==> src/rtl/svi_cas_pkg.sv <==
// Shared types and constants for the SVI cassette playback stage.
package svi_cas_pkg;

  // Playback FSM states
  typedef enum logic [2:0] {
    ST_IDLE,
    ST_LEADER,
    ST_FETCH,
    ST_LOAD,
    ST_START,
    ST_BITS,
    ST_PAUSED,
    ST_END
  } state_t;

  // Externally visible status codes
  localparam logic [2:0] STATUS_IDLE   = 3'd0;
  localparam logic [2:0] STATUS_LEADER = 3'd1;
  localparam logic [2:0] STATUS_DATA   = 3'd2;
  localparam logic [2:0] STATUS_PAUSED = 3'd3;
  localparam logic [2:0] STATUS_END    = 3'd4;

  // Default tone timing for a 42.66 MHz clk_sys
  localparam int DEF_HALF_1     = 8888;
  localparam int DEF_HALF_0     = 17775;
  localparam int DEF_LEADER_CYC = 4800;

  // FETCH/LOAD/START/BITS are all reported as DATA
  function automatic logic [2:0] status_of(input state_t s);
    case (s)
      ST_IDLE:   return STATUS_IDLE;
      ST_LEADER: return STATUS_LEADER;
      ST_PAUSED: return STATUS_PAUSED;
      ST_END:    return STATUS_END;
      default:   return STATUS_DATA;
    endcase
  endfunction

endpackage

==> src/rtl/svi_cas_player_if.sv <==
// Read port between the playback stage (master) and the CAS byte buffer (slave).
interface svi_cas_player_if #(parameter int ADDR_W = 18);
  logic [ADDR_W-1:0] mem_addr_o;
  logic              mem_rd_o;
  logic [7:0]        mem_data_i;

  modport master (output mem_addr_o, output mem_rd_o, input mem_data_i);
  modport slave  (input mem_addr_o, input mem_rd_o, output mem_data_i);
endinterface

==> src/rtl/svi_cas_player_fsk_gen.sv <==
// FSK square-wave generator: one bit (or one leader cycle) per start strobe.
// A bit always begins high and toggles at each half-period boundary. When the
// last half-period expires without a new start, the generator holds there
// (wave low, bit_done high) so a pause that lands on a bit end loses nothing.
module svi_fsk_gen
  import svi_cas_pkg::*;
#(
  parameter int HALF_1 = DEF_HALF_1,
  parameter int HALF_0 = DEF_HALF_0
) (
  input  logic clk_sys,
  input  logic reset,
  input  logic clr_i,
  input  logic en_i,
  input  logic start_i,
  input  logic bit_i,
  input  logic leader_i,
  output logic wave_o,
  output logic bit_done_o
);

  localparam int HMAX = (HALF_0 > HALF_1) ? HALF_0 : HALF_1;
  localparam int CW   = (HMAX > 1) ? $clog2(HMAX) : 1;
  localparam logic [CW-1:0] RELOAD_0 = CW'(HALF_0 - 1);
  localparam logic [CW-1:0] RELOAD_1 = CW'(HALF_1 - 1);

  logic          wave_q, wave_d;
  logic          long_q, long_d;
  logic          active_q, active_d;
  logic [CW-1:0] cnt_q, cnt_d;
  logic [1:0]    halves_q, halves_d;
  logic          last;
  logic          start_long;

  assign last       = (cnt_q == '0) && (halves_q == 2'd0);
  assign start_long = !leader_i && !bit_i;

  // Half-period countdown and half counter; start wins over pause
  always_comb begin
    wave_d   = wave_q;
    long_d   = long_q;
    active_d = active_q;
    cnt_d    = cnt_q;
    halves_d = halves_q;
    if (clr_i) begin
      wave_d   = 1'b0;
      long_d   = 1'b0;
      active_d = 1'b0;
      cnt_d    = '0;
      halves_d = 2'd0;
    end else if (start_i) begin
      active_d = 1'b1;
      wave_d   = 1'b1;
      long_d   = start_long;
      cnt_d    = start_long ? RELOAD_0 : RELOAD_1;
      // 0 bit and leader cycle: 2 halves; 1 bit: 4 halves
      halves_d = (leader_i || !bit_i) ? 2'd1 : 2'd3;
    end else if (en_i && active_q && !last) begin
      if (cnt_q == '0) begin
        wave_d   = ~wave_q;
        halves_d = halves_q - 2'd1;
        cnt_d    = long_q ? RELOAD_0 : RELOAD_1;
      end else begin
        cnt_d = cnt_q - CW'(1);
      end
    end
  end

  // Generator state registers
  always_ff @(posedge clk_sys or posedge reset) begin
    if (reset) begin
      wave_q   <= 1'b0;
      long_q   <= 1'b0;
      active_q <= 1'b0;
      cnt_q    <= '0;
      halves_q <= 2'd0;
    end else begin
      wave_q   <= wave_d;
      long_q   <= long_d;
      active_q <= active_d;
      cnt_q    <= cnt_d;
      halves_q <= halves_d;
    end
  end

  assign wave_o     = wave_q;
  assign bit_done_o = active_q && last;

endmodule

==> src/rtl/svi_cas_player.sv <==
// SVI cassette playback: fetches CAS bytes and plays them as FSK audio.
// Build option CAS_RELEADER_EN: resuming from pause replays a full leader and
// restarts the interrupted byte; otherwise playback resumes at the frozen point.
module svi_cas_player
  import svi_cas_pkg::*;
#(
  parameter int ADDR_W     = 18,
  parameter int HALF_1     = DEF_HALF_1,
  parameter int HALF_0     = DEF_HALF_0,
  parameter int LEADER_CYC = DEF_LEADER_CYC
) (
  input  logic              clk_sys,
  input  logic              reset,
  input  logic              play_i,
  input  logic              rewind_i,
  input  logic [ADDR_W-1:0] size_i,
  svi_cas_player_if.master  mem,
  output logic              data_o,
  output logic [2:0]        status_o
);

  localparam int LW = (LEADER_CYC > 1) ? $clog2(LEADER_CYC) : 1;

  state_t            state_q, state_d;
  state_t            resume_q, resume_d;
  logic [ADDR_W-1:0] pos_q, pos_d;
  logic [ADDR_W-1:0] addr_q, addr_d;
  logic              rd_q, rd_d;
  logic [7:0]        shift_q, shift_d;
  logic [2:0]        bit_idx_q, bit_idx_d;
  logic [LW-1:0]     lead_cnt_q, lead_cnt_d;
  logic              lead_run_q, lead_run_d;
  logic [2:0]        status_q, status_d;

  logic fsk_start, fsk_bit, fsk_leader, fsk_en, bit_done, wave;
  logic have_byte;

  assign have_byte = pos_q < size_i;
  // The tone generator freezes only while the FSM sits in PAUSED
  assign fsk_en    = (state_q != ST_PAUSED);

  svi_fsk_gen #(
    .HALF_1 (HALF_1),
    .HALF_0 (HALF_0)
  ) u_fsk (
    .clk_sys    (clk_sys),
    .reset      (reset),
    .clr_i      (rewind_i),
    .en_i       (fsk_en),
    .start_i    (fsk_start),
    .bit_i      (fsk_bit),
    .leader_i   (fsk_leader),
    .wave_o     (wave),
    .bit_done_o (bit_done)
  );

  // Next-state logic. The FETCH decision (read or END) is taken on the way
  // into FETCH so the read strobe is already registered in the FETCH cycle and
  // the data arrives in LOAD, keeping the inter-byte gap at two clocks.
  always_comb begin
    state_d    = state_q;
    resume_d   = resume_q;
    pos_d      = pos_q;
    addr_d     = addr_q;
    rd_d       = 1'b0;
    shift_d    = shift_q;
    bit_idx_d  = bit_idx_q;
    lead_cnt_d = lead_cnt_q;
    lead_run_d = lead_run_q;
    fsk_start  = 1'b0;
    fsk_bit    = 1'b0;
    fsk_leader = 1'b0;
    if (rewind_i) begin
      state_d    = ST_IDLE;
      pos_d      = '0;
      addr_d     = '0;
      lead_run_d = 1'b0;
    end else begin
      case (state_q)
        ST_IDLE: begin
          if (play_i && (size_i != '0)) begin
            state_d    = ST_LEADER;
            lead_run_d = 1'b0;
          end
        end
        ST_LEADER: begin
          if (!play_i) begin
            state_d  = ST_PAUSED;
            resume_d = ST_LEADER;
          end else if (!lead_run_q) begin
            fsk_start  = 1'b1;
            fsk_leader = 1'b1;
            lead_run_d = 1'b1;
            lead_cnt_d = LW'(LEADER_CYC - 1);
          end else if (bit_done) begin
            if (lead_cnt_q == '0) begin
              lead_run_d = 1'b0;
              if (have_byte) begin
                state_d = ST_FETCH;
                rd_d    = 1'b1;
                addr_d  = pos_q;
              end else begin
                state_d = ST_END;
              end
            end else begin
              lead_cnt_d = lead_cnt_q - LW'(1);
              fsk_start  = 1'b1;
              fsk_leader = 1'b1;
            end
          end
        end
        ST_FETCH: begin
          state_d = ST_LOAD;
        end
        ST_LOAD: begin
          shift_d   = mem.mem_data_i;
          pos_d     = pos_q + ADDR_W'(1);
          state_d   = ST_START;
          fsk_start = 1'b1;
          fsk_bit   = 1'b1;
        end
        ST_START: begin
          if (!play_i) begin
            state_d  = ST_PAUSED;
            resume_d = ST_START;
          end else if (bit_done) begin
            fsk_start = 1'b1;
            fsk_bit   = shift_q[7];
            bit_idx_d = 3'd7;
            state_d   = ST_BITS;
          end
        end
        ST_BITS: begin
          if (!play_i) begin
            state_d  = ST_PAUSED;
            resume_d = ST_BITS;
          end else if (bit_done) begin
            if (bit_idx_q == 3'd0) begin
              if (have_byte) begin
                state_d = ST_FETCH;
                rd_d    = 1'b1;
                addr_d  = pos_q;
              end else begin
                state_d = ST_END;
              end
            end else begin
              shift_d   = {shift_q[6:0], 1'b0};
              fsk_start = 1'b1;
              fsk_bit   = shift_q[6];
              bit_idx_d = bit_idx_q - 3'd1;
            end
          end
        end
        ST_PAUSED: begin
          if (play_i) begin
`ifdef CAS_RELEADER_EN
            state_d    = ST_LEADER;
            lead_run_d = 1'b0;
            // Position already points past the interrupted byte; step back to refetch it
            if (resume_q != ST_LEADER) begin
              pos_d = pos_q - ADDR_W'(1);
            end
`else
            state_d = resume_q;
`endif
          end
        end
        ST_END: begin
          state_d = ST_END;
        end
        default: begin
          state_d = ST_IDLE;
        end
      endcase
    end
    status_d = status_of(state_d);
  end

  // FSM, position, shift register and registered outputs
  always_ff @(posedge clk_sys or posedge reset) begin
    if (reset) begin
      state_q    <= ST_IDLE;
      resume_q   <= ST_IDLE;
      pos_q      <= '0;
      addr_q     <= '0;
      rd_q       <= 1'b0;
      shift_q    <= 8'h00;
      bit_idx_q  <= 3'd0;
      lead_cnt_q <= '0;
      lead_run_q <= 1'b0;
      status_q   <= STATUS_IDLE;
    end else begin
      state_q    <= state_d;
      resume_q   <= resume_d;
      pos_q      <= pos_d;
      addr_q     <= addr_d;
      rd_q       <= rd_d;
      shift_q    <= shift_d;
      bit_idx_q  <= bit_idx_d;
      lead_cnt_q <= lead_cnt_d;
      lead_run_q <= lead_run_d;
      status_q   <= status_d;
    end
  end

  assign mem.mem_addr_o = addr_q;
  assign mem.mem_rd_o   = rd_q;
  assign data_o         = wave;
  assign status_o       = status_q;

endmodule

==> src/flat_wrapper.sv <==
// flat-port wrapper written by rule: the top's interface ports become plain ports
module svi_cas_player_flat import svi_cas_pkg::*;
#(
  parameter int ADDR_W     = 18,
  parameter int HALF_1     = DEF_HALF_1,
  parameter int HALF_0     = DEF_HALF_0,
  parameter int LEADER_CYC = DEF_LEADER_CYC
)
  (clk_sys, reset, play_i, rewind_i, size_i, data_o, status_o, mem_mem_addr_o, mem_mem_rd_o, mem_mem_data_i);
  svi_cas_player_if #(.ADDR_W(ADDR_W)) mem_i ();
  input  logic clk_sys;
  input  logic reset;
  input  logic play_i;
  input  logic rewind_i;
  input  logic [ADDR_W-1:0] size_i;
  output logic data_o;
  output logic [2:0] status_o;
  output wire logic [$bits(mem_i.mem_addr_o)-1:0] mem_mem_addr_o;
  output wire logic [$bits(mem_i.mem_rd_o)-1:0] mem_mem_rd_o;
  input wire logic [$bits(mem_i.mem_data_i)-1:0] mem_mem_data_i;
  assign mem_mem_addr_o = mem_i.mem_addr_o;
  assign mem_mem_rd_o = mem_i.mem_rd_o;
  assign mem_i.mem_data_i = mem_mem_data_i;
  svi_cas_player #(.ADDR_W(ADDR_W), .HALF_1(HALF_1), .HALF_0(HALF_0), .LEADER_CYC(LEADER_CYC)) u_core (.clk_sys(clk_sys), .reset(reset), .play_i(play_i), .rewind_i(rewind_i), .size_i(size_i), .mem(mem_i), .data_o(data_o), .status_o(status_o));
endmodule
==> config.mk <==
export PLATFORM = sky130hd
export DESIGN_NAME = svi_cas_player_flat
export DESIGN_NICKNAME = d
export VERILOG_FILES = /design/src/rtl/svi_cas_pkg.sv /design/src/rtl/svi_cas_player_if.sv /design/src/rtl/svi_cas_player_fsk_gen.sv /design/src/rtl/svi_cas_player.sv /design/src/flat_wrapper.sv
export SDC_FILE = /design/constraint.sdc
export NUM_CORES = 1
export LEC_CHECK = 0
export ABC_CLOCK_PERIOD_IN_PS = 6000
export BUFFER_PORTS_ARGS = -buffer_cell sky130_fd_sc_hd__buf_2
export CORE_ASPECT_RATIO = 0.5
export CORE_MARGIN = 1.5
export CORE_UTILIZATION = 64
export DETAILED_ROUTE_END_ITERATION = 10
export GPL_ROUTABILITY_DRIVEN = 0
export PLACE_DENSITY = 0.86
export SLEW_MARGIN = 25
export SYNTH_ARGS = -nofsm -noshare
export SYNTH_HDL_FRONTEND = slang
export SYNTH_SLANG_ARGS = --single-unit
==> constraint.sdc <==
create_clock -name clk_sys -period 6 [get_ports clk_sys]
set_input_delay 0.3 -clock clk_sys [delete_from_list [all_inputs] [get_ports clk_sys]]
set_output_delay 0.3 -clock clk_sys [all_outputs]
set_load 0.1 [all_outputs]
==> flow_summary.json <==
{
  "ys_ff_latch": 90,
  "core_um2": 7570,
  "hold_path_class": "in -> reg",
  "antenna_found_initial": 0,
  "drive_above_1_share_pct": 12.24,
  "endpoint_kind": "flop",
  "power_density_nw_per_um2": 300.4,
  "fin_nets": 678,
  "finalWirelength_um": 11450,
  "final-seq-area_um2": 2252,
  "fillers": 524,
  "synthDistinctLibCells": 60,
  "initial_core_util_pct": 68.23,
  "grt-ovfl-total": 0,
  "routedWlPerCell_um": 15.53,
  "area_growth_pct": 11.41,
  "clkTransAtPathRegs_ps": 60,
  "die_w_um": 130.0,
  "finClkSkew_ps": 7.935,
  "setup_viol": 0,
  "synth_cells": 579,
  "max_freq_mhz": 273.8,
  "rsz0062_at_grt": "false",
  "cp.required_ps": 6240,
  "clk_latency_ps": 340,
  "yosysTopAreaCellShare_pct": 43.60,
  "numCtsBuffers": 9,
  "avgSynthCellArea_um2": 8.920,
  "diodes": 0,
  "tns_ps": 0,
  "pre_cts_ws_ps": 2380,
  "stdcell_count": 737,
  "tritoncts": "yes",
  "fin_crit_sh_pct": 60.88,
  "outcome": "complete, no violations",
  "ys.flop_type": "dfrtp_1",
  "maxCapViolations": 0,
  "tightestPinTransition_ps": 930.1,
  "port_buffers": 52,
  "ant_nets": 0,
  "avgViaCountPerCell": 6.023,
  "startpoint_type": "flop",
  "cts.path.max_buffers": 2,
  "relSlewSlack_pct": 37.99,
  "async_flop_share_pct": 100.0,
  "clock_sinks": 90,
  "crit_fanout": 10,
  "vias": 4439,
  "syn_area_um2": 5165,
  "grt_use_total_pct": 29.67,
  "dp.cells": 721,
  "firstDrtPassIters": 5,
  "synth_top_cell_by_area": "dfrtp_1",
  "synth_fp_nets": 632,
  "crit_arrival_ps": 3900,
  "grt_pass1_vias": 4119,
  "die_area_um2": 8651,
  "fin_ws_ps": 2347,
  "ctsResizeCount": 0,
  "yosys-top-cells-area": "dfrtp_1 44%, mux2i_1 5.8%, ha_1 5.6%",
  "post-cts-setup-buffers": 0,
  "drt_iter0_markers": 383,
  "final_area_um2": 5754,
  "multi_input_area_um2": 2665,
  "grt_start_max_net_pins": 73,
  "yosysWarnings": 0,
  "die_h_um": 66.53,
  "grt_pass1_wl_um": 19780,
  "finalCriticalPeriod_ps": 3653,
  "ioPinCount": 53,
  "drc": 0,
  "drv_slew": 0,
  "clockRootBuffer": "clkbuf_16",
  "path_class": "reg -> reg",
  "synth-edff-count": 0,
  "cts_max_level": 3,
  "dpl.hpwl_um": 8004,
  "irDropWorstVdd_uv": 148.8,
  "placed_area_um2": 5472,
  "p_leak_nw": 2.891,
  "rows": 22,
  "final-hold-violation-count": 0,
  "seq_area_frac_synth_pct": 43.60
}
what timing repair did:
item                                    in CTS  in global routing
endpoints found under the setup margin       0                  0
hold buffers                                 1                  0
hold endpoints to repair                    18                  0
synth_stat cells (6+ instances only):
cell,instances
dfrtp_1,90
nor2_1,70
nand2_1,59
a21oi_1,44
inv_1,38
o21ai_0,31
mux2i_1,30
ha_1,23
nand3_1,21
nor3_1,17
clkbuf_1,12
or3_1,12
xor2_1,12
nor4_1,11
a31oi_1,9
nand4_1,8
o31ai_1,6
layout by cell type, fill, tap and decap left out, drive strengths merged, types with 4 or more instances in the layout:
cell / count
a21o: 4
a21oi: 44
mux2i: 30
or4: 7
xor2: 12
clkbuf: 13
nand2b: 5
nor4: 12
o31ai: 6
nand4: 8
dfrtp: 90
nand2: 59
a31oi: 9
o21ai: 32
xnor2: 4
ha: 23
nor2: 70
or3: 12
o21a: 4
nand3: 21
and3: 5
nand3b: 4
inv: 37
buf: 54
a211oi: 4
nor3: 19
cell families (layout without fill, tap and decap cells):
family                     after synthesis  count (layout)  synth area share [%]
and+or+nand+nor                        238             238                 22.99
AOI/OAI and AO/OA                      124             124                 14.51
DFF                                     90              90                 43.60
buffers and inverters                   58             108                 4.796
muxes                                   30              30                 5.814
adders and majority gates               23              23                 5.572
xor gates and xnor gates                16              16                 2.713
critical path, stage by stage (launching register included):
cell,delay (ps)
dfrtp_1,410
inv_1,110
ha_1,170
or4b_4,480
or3_1,390
or4_1,520
o21ai_1,170
nor2b_1,560
nand2_1,190
or3_1,370
o31ai_1,210
cell type report:
cell class                      count  share of cell area [%]
Sequential cell                    90                   39.14
Timing Repair Buffer               55                   4.958
Tap cell                          108                   2.348
Inverter                           38                   2.501
Clock buffer                       13                   4.523
Multi-Input combinational cell    431                   46.31
Clock inverter                      2                  0.2174
layer usage:
| layer | up-vias | wire length [µm] | share of wire [%] | global-route usage (%) |
|---|---|---|---|---|
| li1 | 2147 | - | - | - |
| met1 | 2137 | 5289 | 46 | 41.43 |
| met2 | 144 | 5361 | 47 | 46.64 |
| met3 | 11 | 678 | 5.9 | 6.426 |
| met4 | 0 | 116 | 1.0 | 9.306 |
| met5 | - | 0 | 0 | 0 |
through the flow:
stage          power, W  hold WS (ps)  util, %
2_1_floorplan  0.001116         445.2        -
3_3_place_gp   0.001192         261.6    72.28
3_5_place_dp   0.001211         267.1    72.28
4_1_cts        0.001728         222.1    76.02
5_1_grt        0.001826         233.6    76.02
6_report       0.001729         232.8    76.02
path summary, 6_finish.rpt:
check | startpoint | end | slack (ps) | depth (start not counted)
worst max-delay path | u_core.u_fsk.cnt_q[0] | u_core.lead_cnt_q[10] | 2350 | 10
worst min-delay path | mem_mem_data_i[0] | u_core.shift_q[0] | 230 | 2
worst max register to register | u_core.u_fsk.cnt_q[0] | u_core.lead_cnt_q[10] | 2350 | 10
worst min register to register | u_core.resume_q[2] | u_core.resume_q[2] | 490 | 2
max in group asynchronous | reset | u_core.u_fsk.cnt_q[6] | 4340 | 4
min in group asynchronous | reset | u_core.mem.mem_addr_o[0] | 460 | 3
power by group:
part           switching [W]  internal [W]
logic               0.000270      0.000158
clock network       0.000218      0.000300
registers          0.0000906      0.000692
registers in the layout, summed over array words and instances, names as in the netlist:
signal and count:
u_core.bit_idx_q 3, u_core.lead_cnt_q 13, u_core.lead_run_q 1, u_core.mem.mem_addr_o 18
u_core.mem.mem_rd_o 1, u_core.pos_q 18, u_core.resume_q 2, u_core.shift_q 8
u_core.state_q 3, u_core.status_o 3, u_core.u_fsk.active_q 1, u_core.u_fsk.cnt_q 15
u_core.u_fsk.halves_q 2, u_core.u_fsk.long_q 1, u_core.u_fsk.wave_o 1
Note: power is estimated with default switching activity, not from simulation.
